[src/rtl/seq_det_pkg.sv]
// Shared types, default widths and the configuration check for the serial
// pattern detector controller.
package seq_det_pkg;

    typedef enum logic [1:0] {
        ST_IDLE = 2'd0,
        ST_ARM  = 2'd1,
        ST_RUN  = 2'd2,
        ST_DONE = 2'd3
    } state_t;

    localparam int DEF_MAXLEN = 8;
    localparam int DEF_LENW   = 4;
    localparam int DEF_CNTW   = 8;
    localparam int DEF_TOW    = 16;

    // A run needs a length inside 1..maxlen and a non-zero match target.
    function automatic logic cfg_valid(input int len, input int target, input int maxlen);
        return (len != 0) && (len <= maxlen) && (target != 0);
    endfunction

endpackage

[src/rtl/seq_shift_match.sv]
// History shift register with a saturating fill counter and a length-masked
// comparator; hit reflects the state the history will have after this shift.
module seq_shift_match
    import seq_det_pkg::*;
#(
    parameter int MAXLEN = DEF_MAXLEN,
    parameter int LENW   = DEF_LENW
) (
    input  logic              clk,
    input  logic              rst,
    input  logic              clr,
    input  logic              shift,
    input  logic              din,
    input  logic [LENW-1:0]   len,
    input  logic [MAXLEN-1:0] pattern,
    input  logic              overlap,
    output logic              hit
);

    logic [MAXLEN-1:0] history;
    logic [MAXLEN-1:0] hist_nxt;
    logic [LENW-1:0]   bits_seen;
    logic [LENW-1:0]   bits_nxt;
    logic [MAXLEN-1:0] mask;

    always_comb begin
        mask = '0;
        for (int i = 0; i < MAXLEN; i++) begin
            mask[i] = (LENW'(i) < len);
        end
    end

    assign hist_nxt = {history[MAXLEN-2:0], din};
    assign bits_nxt = (bits_seen == len) ? bits_seen : bits_seen + 1'b1;

    assign hit = shift && (bits_nxt == len) && (((hist_nxt ^ pattern) & mask) == '0);

    always_ff @(posedge clk or negedge rst) begin
        if (!rst) begin
            history   <= '0;
            bits_seen <= '0;
        end else if (clr) begin
            history   <= '0;
            bits_seen <= '0;
        end else if (shift) begin
            history <= hist_nxt;
            // Non-overlapping mode forces a full fresh window before the next hit.
            if (hit && !overlap) begin
                bits_seen <= '0;
            end else begin
                bits_seen <= bits_nxt;
            end
        end
    end

endmodule

[src/rtl/seq_det_ctrl.sv]
// Run-time controller for a configurable serial pattern detector: latches a
// one-shot config, counts matches and reports done / timeout / error status.
module seq_det_ctrl
    import seq_det_pkg::*;
#(
    parameter int MAXLEN = DEF_MAXLEN,
    parameter int LENW   = DEF_LENW,
    parameter int CNTW   = DEF_CNTW,
    parameter int TOW    = DEF_TOW
) (
    input  logic              clk,
    input  logic              rst,
    input  logic              start,
    input  logic              abort,
    input  logic [MAXLEN-1:0] cfg_pattern,
    input  logic [LENW-1:0]   cfg_len,
    input  logic              cfg_overlap,
    input  logic [CNTW-1:0]   cfg_target,
    input  logic [TOW-1:0]    cfg_timeout,
    input  logic              din,
    input  logic              din_vld,
    output logic              busy,
    output logic              match,
    output logic [CNTW-1:0]   match_cnt,
    output logic              done,
    output logic              timeout,
    output logic              err
);

    state_t            state;
    state_t            state_nxt;
    logic [TOW-1:0]    to_cnt;
    logic [TOW-1:0]    tcnt_nxt;
    logic              busy_nxt;
    logic              match_nxt;
    logic [CNTW-1:0]   cnt_nxt;
    logic [CNTW-1:0]   cnt_inc;
    logic              done_nxt;
    logic              tmo_nxt;
    logic              err_nxt;
    logic              latch_cfg;
    logic              cfg_ok;

    logic [MAXLEN-1:0] pat_q;
    logic [LENW-1:0]   len_q;
    logic              ovl_q;
    logic [CNTW-1:0]   tgt_q;
    logic [TOW-1:0]    tov_q;

    logic              hit;
    logic              clr_hist;
    logic              shift;

    assign cfg_ok   = cfg_valid(32'(cfg_len), 32'(cfg_target), MAXLEN);
    assign cnt_inc  = match_cnt + 1'b1;
    assign clr_hist = (state == ST_ARM);
    assign shift    = (state == ST_RUN) && din_vld;

    seq_shift_match #(
        .MAXLEN (MAXLEN),
        .LENW   (LENW)
    ) u_match (
        .clk     (clk),
        .rst     (rst),
        .clr     (clr_hist),
        .shift   (shift),
        .din     (din),
        .len     (len_q),
        .pattern (pat_q),
        .overlap (ovl_q),
        .hit     (hit)
    );

    always_comb begin
        state_nxt = state;
        busy_nxt  = busy;
        match_nxt = 1'b0;
        cnt_nxt   = match_cnt;
        done_nxt  = done;
        tmo_nxt   = timeout;
        err_nxt   = err;
        tcnt_nxt  = to_cnt;
        latch_cfg = 1'b0;

        case (state)
            ST_IDLE, ST_DONE: begin
                if (start) begin
                    cnt_nxt = '0;
                    tmo_nxt = 1'b0;
                    if (!cfg_ok) begin
                        state_nxt = ST_DONE;
                        busy_nxt  = 1'b0;
                        done_nxt  = 1'b1;
                        err_nxt   = 1'b1;
                    end else begin
                        state_nxt = ST_ARM;
                        latch_cfg = 1'b1;
                        busy_nxt  = 1'b1;
                        done_nxt  = 1'b0;
                        err_nxt   = 1'b0;
                    end
                end
            end
            ST_ARM: begin
                tcnt_nxt  = '0;
                state_nxt = ST_RUN;
            end
            ST_RUN: begin
                // A match on the expiry edge takes priority over the timeout.
                if (hit) begin
                    match_nxt = 1'b1;
                    cnt_nxt   = cnt_inc;
                    tcnt_nxt  = '0;
                    if (cnt_inc == tgt_q) begin
                        state_nxt = ST_DONE;
                        busy_nxt  = 1'b0;
                        done_nxt  = 1'b1;
                    end
                end else if ((tov_q != '0) && (to_cnt == tov_q - 1'b1)) begin
                    state_nxt = ST_DONE;
                    busy_nxt  = 1'b0;
                    done_nxt  = 1'b1;
                    tmo_nxt   = 1'b1;
                end else begin
                    tcnt_nxt = to_cnt + 1'b1;
                end
            end
            default: begin
                state_nxt = ST_IDLE;
            end
        endcase

        if (abort) begin
            state_nxt = ST_IDLE;
            busy_nxt  = 1'b0;
            match_nxt = 1'b0;
            cnt_nxt   = '0;
            done_nxt  = 1'b0;
            tmo_nxt   = 1'b0;
            err_nxt   = 1'b0;
            tcnt_nxt  = '0;
            latch_cfg = 1'b0;
        end
    end

    always_ff @(posedge clk or negedge rst) begin
        if (!rst) begin
            state     <= ST_IDLE;
            busy      <= 1'b0;
            match     <= 1'b0;
            match_cnt <= '0;
            done      <= 1'b0;
            timeout   <= 1'b0;
            err       <= 1'b0;
            to_cnt    <= '0;
        end else begin
            state     <= state_nxt;
            busy      <= busy_nxt;
            match     <= match_nxt;
            match_cnt <= cnt_nxt;
            done      <= done_nxt;
            timeout   <= tmo_nxt;
            err       <= err_nxt;
            to_cnt    <= tcnt_nxt;
        end
    end

    // Configuration is pure data: only captured on an accepted start.
    always_ff @(posedge clk) begin
        if (latch_cfg) begin
            pat_q <= cfg_pattern;
            len_q <= cfg_len;
            ovl_q <= cfg_overlap;
            tgt_q <= cfg_target;
            tov_q <= cfg_timeout;
        end
    end

endmodule

[config.mk]
export PLATFORM = sky130hd
export DESIGN_NAME = seq_det_ctrl
export DESIGN_NICKNAME = d
export VERILOG_FILES = /design/src/rtl/seq_det_pkg.sv /design/src/rtl/seq_shift_match.sv /design/src/rtl/seq_det_ctrl.sv
export SDC_FILE = /design/constraint.sdc
export NUM_CORES = 1
export LEC_CHECK = 0
export CAP_MARGIN = 5
export CORE_MARGIN = 2
export CORE_UTILIZATION = 56
export DETAILED_ROUTE_END_ITERATION = 6
export GPL_TIMING_DRIVEN = 0
export HOLD_SLACK_MARGIN = 0.03
export PLACE_DENSITY = 0.91
export REMOVE_ABC_BUFFERS = 1
export SLEW_MARGIN = 0
export SYNTH_ARGS = -nofsm -noshare
export SYNTH_HDL_FRONTEND = slang
export SYNTH_SLANG_ARGS = --single-unit
export TNS_END_PERCENT = 50
[constraint.sdc]
create_clock -name clk -period 5.9 [get_ports clk]
set_input_delay 1.18 -clock clk [delete_from_list [all_inputs] [get_ports clk]]
set_output_delay 1.18 -clock clk [all_outputs]
set_load 0.02 [all_outputs]
==> results of run 1 <==
[flip-flops by register name, summed over array words and instances, names as in the netlist, 2 cells and up]
signal / cells
state: 2
pat_q: 8
tov_q: 16
u_match.bits_seen: 4
match_cnt: 8
u_match.history: 7
len_q: 4
tgt_q: 8
to_cnt: 16
[worst reg2reg max path, cell delays in order, from the launching register on]
cell and delay, ns:
edfxtp_1 0.52, or4b_1 0.54, a2111oi_0 0.36, o21ai_0 0.22, a221oi_1 0.59, nor2_1 0.45, or2_2 0.49, o21ai_0 0.19
o21ai_0 0.10
[kinds of logic (layout without fill, tap and decap cells)]
family	after synthesis	after routing	share of synthesized area
simple gates	161	161	0.195
compound gates	113	113	0.177
flops	79	79	0.483
xor+xnor	44	44	0.0861
buf+inv	34	85	0.0296
fa+ha+maj	6	6	0.0168
mux	5	5	0.0126
[layout by cell type (no fill, tap or decap), types with 3 or more instances in the layout]
| master | n |
|---|---|
| a41oi_1 | 4 |
| a21o_1 | 3 |
| edfxtp_1 | 37 |
| inv_1 | 11 |
| a211o_1 | 8 |
| nor2_1 | 16 |
| nor4_1 | 9 |
| o31ai_1 | 4 |
| nor3_1 | 17 |
| clkbuf_8 | 10 |
| a211oi_1 | 3 |
| and2_1 | 6 |
| ha_1 | 6 |
| o21ai_0 | 26 |
| nand2_1 | 48 |
| or3_1 | 3 |
| xor2_1 | 21 |
| a21oi_1 | 17 |
| dfrtp_1 | 42 |
| xnor2_1 | 23 |
| clkdlybuf4s50_1 | 54 |
| nand4_1 | 8 |
| mux2_2 | 3 |
| and3_1 | 10 |
| a31oi_1 | 14 |
| or4_1 | 6 |
| nor2b_1 | 6 |
| nand3_1 | 12 |
| o41ai_1 | 4 |
[where the power goes]
part	internal, mW	switching (mW)	leakage, nW
combinational	0.157	0.224	1.01
clock	0.259	0.196	0.117
sequential	0.637	0.0506	0.916
total	1.05	0.471	2.04
[how the worst min path moves through the flow]
| stage | slack (ns) | endpoint | startpoint |
|---|---|---|---|
| 2_1_floorplan | 0.47 | u_match.bits_seen[3]$_DFFE_PN0P_ | u_match.bits_seen[3]$_DFFE_PN0P_ |
| 3_3_place_gp | 0.48 | done$_DFFE_PN0P_ | done$_DFFE_PN0P_ |
| 3_5_place_dp | 0.48 | done$_DFFE_PN0P_ | done$_DFFE_PN0P_ |
| 4_1_cts | 0.50 | done$_DFFE_PN0P_ | done$_DFFE_PN0P_ |
| 5_1_grt | 0.51 | done$_DFFE_PN0P_ | done$_DFFE_PN0P_ |
| 6_report | 0.50 | done$_DFFE_PN0P_ | done$_DFFE_PN0P_ |
[per-layer routing]
metal	share of wire	wire, microns
met5	0	0
met2	0.50	5270
met4	0.030	316
met3	0.069	729
met1	0.40	4180
[cell usage after synthesis, types with 3 or more instances]
| cell | number | share of area |
|---|---|---|
| mux2_2 | 3 | 0.0075 |
| nand4_1 | 8 | 0.011 |
| a211oi_1 | 3 | 0.0050 |
| o41ai_1 | 4 | 0.0078 |
| nand3_1 | 12 | 0.013 |
| buf_1 | 3 | 0.0025 |
| a31oi_1 | 14 | 0.020 |
| dfrtp_1 | 42 | 0.23 |
| and2_1 | 6 | 0.0084 |
| inv_1 | 11 | 0.0092 |
| xor2_1 | 21 | 0.041 |
| edfxtp_1 | 37 | 0.25 |
| a21oi_1 | 17 | 0.019 |
| a21o_1 | 3 | 0.0050 |
| xnor2_1 | 23 | 0.045 |
| or3_1 | 3 | 0.0042 |
| nand2_1 | 48 | 0.040 |
| clkbuf_1 | 18 | 0.015 |
| o21ai_0 | 26 | 0.029 |
| nor2b_1 | 6 | 0.0084 |
| or4_1 | 6 | 0.010 |
| o31ai_1 | 4 | 0.0067 |
| a211o_1 | 8 | 0.016 |
| nor4_1 | 9 | 0.013 |
| nor2_1 | 16 | 0.013 |
| ha_1 | 6 | 0.017 |
| and3_1 | 10 | 0.014 |
| nor3_1 | 17 | 0.019 |
| a41oi_1 | 4 | 0.0078 |
[cell type report]
| class | instances | area [sq um] | share of cell area |
|---|---|---|---|
| multi-input cells | 329 | 2190 | 0.410 |
| flip-flops and latches | 79 | 2160 | 0.405 |
| repair buffers | 58 | 588 | 0.110 |
| clock buffers | 14 | 195 | 0.0366 |
| well taps | 102 | 128 | 0.0239 |
| inverters | 11 | 41.3 | 0.00774 |
| clock inverters | 2 | 35.0 | 0.00657 |
[metrics by stage]
step                setup WS (ns)  setup TNS, ns   util
global route                 1.89              0  0.691
floorplan                   0.989              0      -
finish                       2.18              0  0.691
detailed placement           1.98              0  0.661
global placement           -0.380         -13.89  0.655
CTS                          2.32              0  0.691
==> results.md, run 1 <==
* Leakage power at between 2 and 2.5 nW
* Critical path's largest stage delay at 0.50 ns
* TritonCTS clock tree: done
* Die area at around 8700 sq um
* Critical path's slowest cell: a221oi_1
* Final ANT Viol Nets at 0
* First-pass GRT wire length at between 15 and 20 mm
* Asr flop ratio synth at 0.532
* Initial antenna violation count at 0
* Total GRT Usage at 0.251
* Clock Sinks at between 70 and 80
* CP arrival at approximately 3.9 ns
* Startpoint Class: primary input
* Status: finished, final reports clean
* Dpl cells at about 580
* # Max-Cap Violations at 0
* Final period utilization at 0.630
* Final hold vios at 0
* Setup violations, final at 0
* Nets at roughly 540
* End of the critical path: match_cnt[2]$_DFFE_PN0P_
* CTS Root Cell: clkbuf_8
* H-tree depth reported by CTS at 3
* Fill cell count at 544
* Resized Gates After CTS at 0
* Hpwl dp at between 7 and 8 mm
* Die span in y at between 90 and 100 microns
* Post-Layout Inst Area at roughly 5300 sq um
* Core Region at just under 8000 sq um
* Layout cells sized above 1 at 0.0730
* Mean Syn Cell Area at 10.1 sq um
* Hold-fix buffers, CTS at 0
* Post-CTS setup repair buffer count at 0
* RSZ-0062 raised after global routing: false
* Post-Syn Area at roughly 4500 sq um
* CP required at approximately 6.1 ns
* GPL Wtd Cong at ~0.9
* Clock skew at about 0.009 ns
* Reg2reg end: match_cnt[2]$_DFFE_PN0P_
* GR Util met3 at 0.0483
* CP Max Fanout at 20
* Critical path depth at 9
* RR Startpoint: len_q[1]$_DFFE_PP_
* #FFs+latches synth at between 70 and 80
* Die W at roughly 93 microns
* Worst IR Drop VDD at roughly 0.21 mV
* CP Capture Type: flip-flop
* Latest clock arrival within the worst-skew pair at 0.35 ns
* Total length of routed wires at about 10 mm
* Std cell rows at 32
* Drt drc at 0
* CP delay by family, top: simple AND/OR/NAND/NOR gates
* Worst setup path start: din_vld
* Top achievable clock speed at about 270 MHz
* Most used cell, CP: o21ai_0
* Post-synth EDFFs at 37
* I/O pin total at 56
* Router iterations before antenna repair at 6
* Crit path kind: in2reg
* Post-DP Area at 5110 sq um
* Slew @ Worst Pin at between 1 and 1.5 ns
* Synth warn at 0
* Cts bufs inserted at 9
* Final Non-Filler Cells at 595
* Clock slew at reported path FFs at ~0.080 ns
* Met1 usage at 0.321
* Synth cell types at 70
* Worst r2r path cells at 8
* Vias in the first global route at around 3800
* Hold slack at 0.499 ns
* Layout area overhead at 19.2%
* Worst path bufs/invs at 1
* Power per standard cell area at 285 nW/um^2
* Share of the yosys chip area belonging to registers at 0.483
* Vias/cell at 6.47
* Vias at about 3900
* Hold path depth at 1
* Flop2flop setup slack at 2.33 ns
* M2 GR Usage at 0.418
* Fin. max-slew vios at 0
* DR WL/cell at between 15 and 20 microns
* DR iter-0 viols at around 370
* Slew headroom at 0.177
* Largest net degree at the start of global routing at between 40 and 50
* Crit-path cells: clkdlybuf4s50_1 > nand2_1 > a31oi_1 > nand4_1 > a221oi_1 > nor2_1 > or2_2 > o21ai_0 > o21ai_0
* Hold WC Path Type: reg2reg
* Antenna cell count at 0
* Maximum clock path buffer count at 2
* Crit path time final at approximately 3.7 ns
* Pwr Total at 1.52 mW
* Mapped Cells at 442
* Starting Density at 0.579
* GRT overflow at 0
* IO Port Bufs at between 50 and 60
* Main synth FF type: dfrtp_1
* Busiest grt layer: met2
Note: power is estimated with default switching activity, not from simulation.
==> run 2: changes to the inputs <==
clock period = 3.8 ns   (was 5.9 ns; I/O delays follow)
==> run 2 against run 1 <==
  * Clock skew is 0.0023 ns lower
  * Sequential power grew 56%
  * Register-to-register slack worse by 2.1 ns
  * Hold slack worse by 0.30 ns
  * First-iteration DRC count increased by 26%
  * Flip-flop and latch count stayed put
  * Die area unchanged
  * Power rose by 55%
  * Critical path depth down 1
  * Wire length about the same
  * Combinational power rose by 56%
  * Clock power rose by 54%
  * Highest routed layer unchanged
==> results.md, run 2 (synthesis results as in run 1) <==
* Status: finished, final reports clean
* Most common cell after layout, fill and taps aside: clkdlybuf4s50_1
* Power per standard cell area at around 440 nW/um^2
* Final hold vios at 0
* Finished Core Util at 0.691
* Total length of routed wires at roughly 10 mm
* Final worst slack at 0.272 ns
* Clock Sinks at 79
* Vias in the first global route at between 3000 and 4000
* CP arrival at about 3.8 ns
* CP Capture Type: flip-flop
* Top achievable clock speed at roughly 280 MHz
* Setup violations, final at 0
* Worst path bufs/invs at 0
* Post-DP Area at between 5000 and 6000 sq um
* Total GRT Usage at 0.251
* Hold-fix buffers, CTS at 0
* Clock slew at reported path FFs at about 0.08 ns
* H-tree depth reported by CTS at 3
* Core Region at 7730 sq um
* Critical path's largest stage delay at ~0.50 ns
* Router iterations before antenna repair at 5
* Worst IR Drop VDD at 0.327 mV
* Leakage power at approximately 2.0 nW
* Post-Layout Inst Area at approximately 5300 sq um
* CP delay by family, top: simple AND/OR/NAND/NOR gates
* TritonCTS clock tree: done
* Nets at 537
* Layout cells sized above 1 at 0.0751
* Slew headroom at 0.283
* Hold WC Path Type: in2async
* Drt drc at 0
* GPL Wtd Cong at 0.900
* DR WL/cell at about 18 microns
* Final Non-Filler Cells at slightly below 600
* Fin. max-slew vios at 0
* Initial antenna violation count at 0
* Final period utilization at 0.929
* Vias at 3913
* Hpwl dp at 7.54 mm
* Starting Density at 0.579
* First-pass GRT wire length at about 17 mm
* CTS Root Cell: clkbuf_8
* Crit path kind: reg2reg
* Die W at slightly above 90 microns
* Critical path's slowest cell: edfxtp_1
* Commonest non-fill, non-tap cells in the layout: clkdlybuf4s50_1 (54), nand2_1 (48), dfrtp_1 (42)
* Crit path time final at approximately 3.5 ns
* DR iter-0 viols at approximately 470
* CP Max Fanout at 8
* Latest clock arrival within the worst-skew pair at between 0.3 and 0.4 ns
* Pwr Total at 2.36 mW
* Die span in y at slightly above 90 microns
* Final ANT Viol Nets at 0
* Std cell rows at 32
* Antenna cell count at 0
* Vias/cell at approximately 6.6
* Largest net degree at the start of global routing at 41
* # Max-Cap Violations at 0
* Startpoint Class: flip-flop
* Setup TNS at 0 ns
* Cts bufs inserted at 9
* Slew @ Worst Pin at approximately 1.1 ns
* Layout area overhead at 19.3%
* Die area at 8730 sq um
* Clock skew at 0.00648 ns
* Dpl cells at approximately 580
* I/O pin total at 56
* Most used cell, CP: a211o_1
* Crit-path cells: nor4_1 > nand4_1 > or3b_1 > a211o_1 > a211oi_1 > a21oi_2 > a211o_1 > mux2_1
* CP required at 4.03 ns
* Maximum clock path buffer count at 2
* Hold slack at approximately 0.20 ns
* GRT overflow at 0
* Pre-CTS WS at between 0.3 and 0.4 ns
* Largest regs: to_cnt: 16 flops, tov_q: 16 flops
* IO Port Bufs at 55
* RSZ-0062 raised after global routing: false
## run 2: power breakdown
group,switching [mW],internal [mW],total (mW)
logic,0.350,0.244,0.594
clock network,0.300,0.401,0.702
registers,0.0780,0.988,1.07
total,0.728,1.63,2.36
## run 2: metal layers
metal	vias up	GRT usage	part of all wire
met5	-	0	0
met3	34	0.0483	0.069
met4	0	0.103	0.027
li1	1760	-	-
met2	206	0.418	0.51
met1	1913	0.321	0.40
## run 2: what timing repair did
action,4_1_cts,5_1_grt
buffers inserted,0,0
gates resized for setup,0,1
hold endpoints to repair,0,0
endpoints found under the setup margin,0,5
## run 2: worst reg2reg max path, cell delays in order (launching register included)
cell and delay, ns:
edfxtp_1 0.50, nor4_1 0.48, nand4_1 0.38, or3b_1 0.47, a211o_1 0.35, a211oi_1 0.41
a21oi_2 0.20, a211o_1 0.30, mux2_1 0.33
## run 2: final timing paths
kind	startpoint	end	slack, ns	cells past startpoint
min reg2reg	done$_DFFE_PN0P_	done$_DFFE_PN0P_	0.50	1
max in group asynchronous	rst	state[0]$_DFFE_PN0P_	3.18	2
max	tov_q[5]$_DFFE_PP_	busy$_DFFE_PN0P_	0.27	8
min	rst	u_match.history[0]$_DFFE_PN0P_	0.20	1
max reg2reg	tov_q[5]$_DFFE_PP_	busy$_DFFE_PN0P_	0.27	8
min in group clk	done$_DFFE_PN0P_	done$_DFFE_PN0P_	0.50	1
## run 2: final cells by class
type | instances | area (sq um)
fill | 544 | 2390
multi-input combinational | 329 | 2190
sequential | 79 | 2160
timing repair buffer | 58 | 588
clock buffer | 14 | 195
tap | 102 | 128
inverter | 11 | 41.3
clock inverter | 2 | 35.0
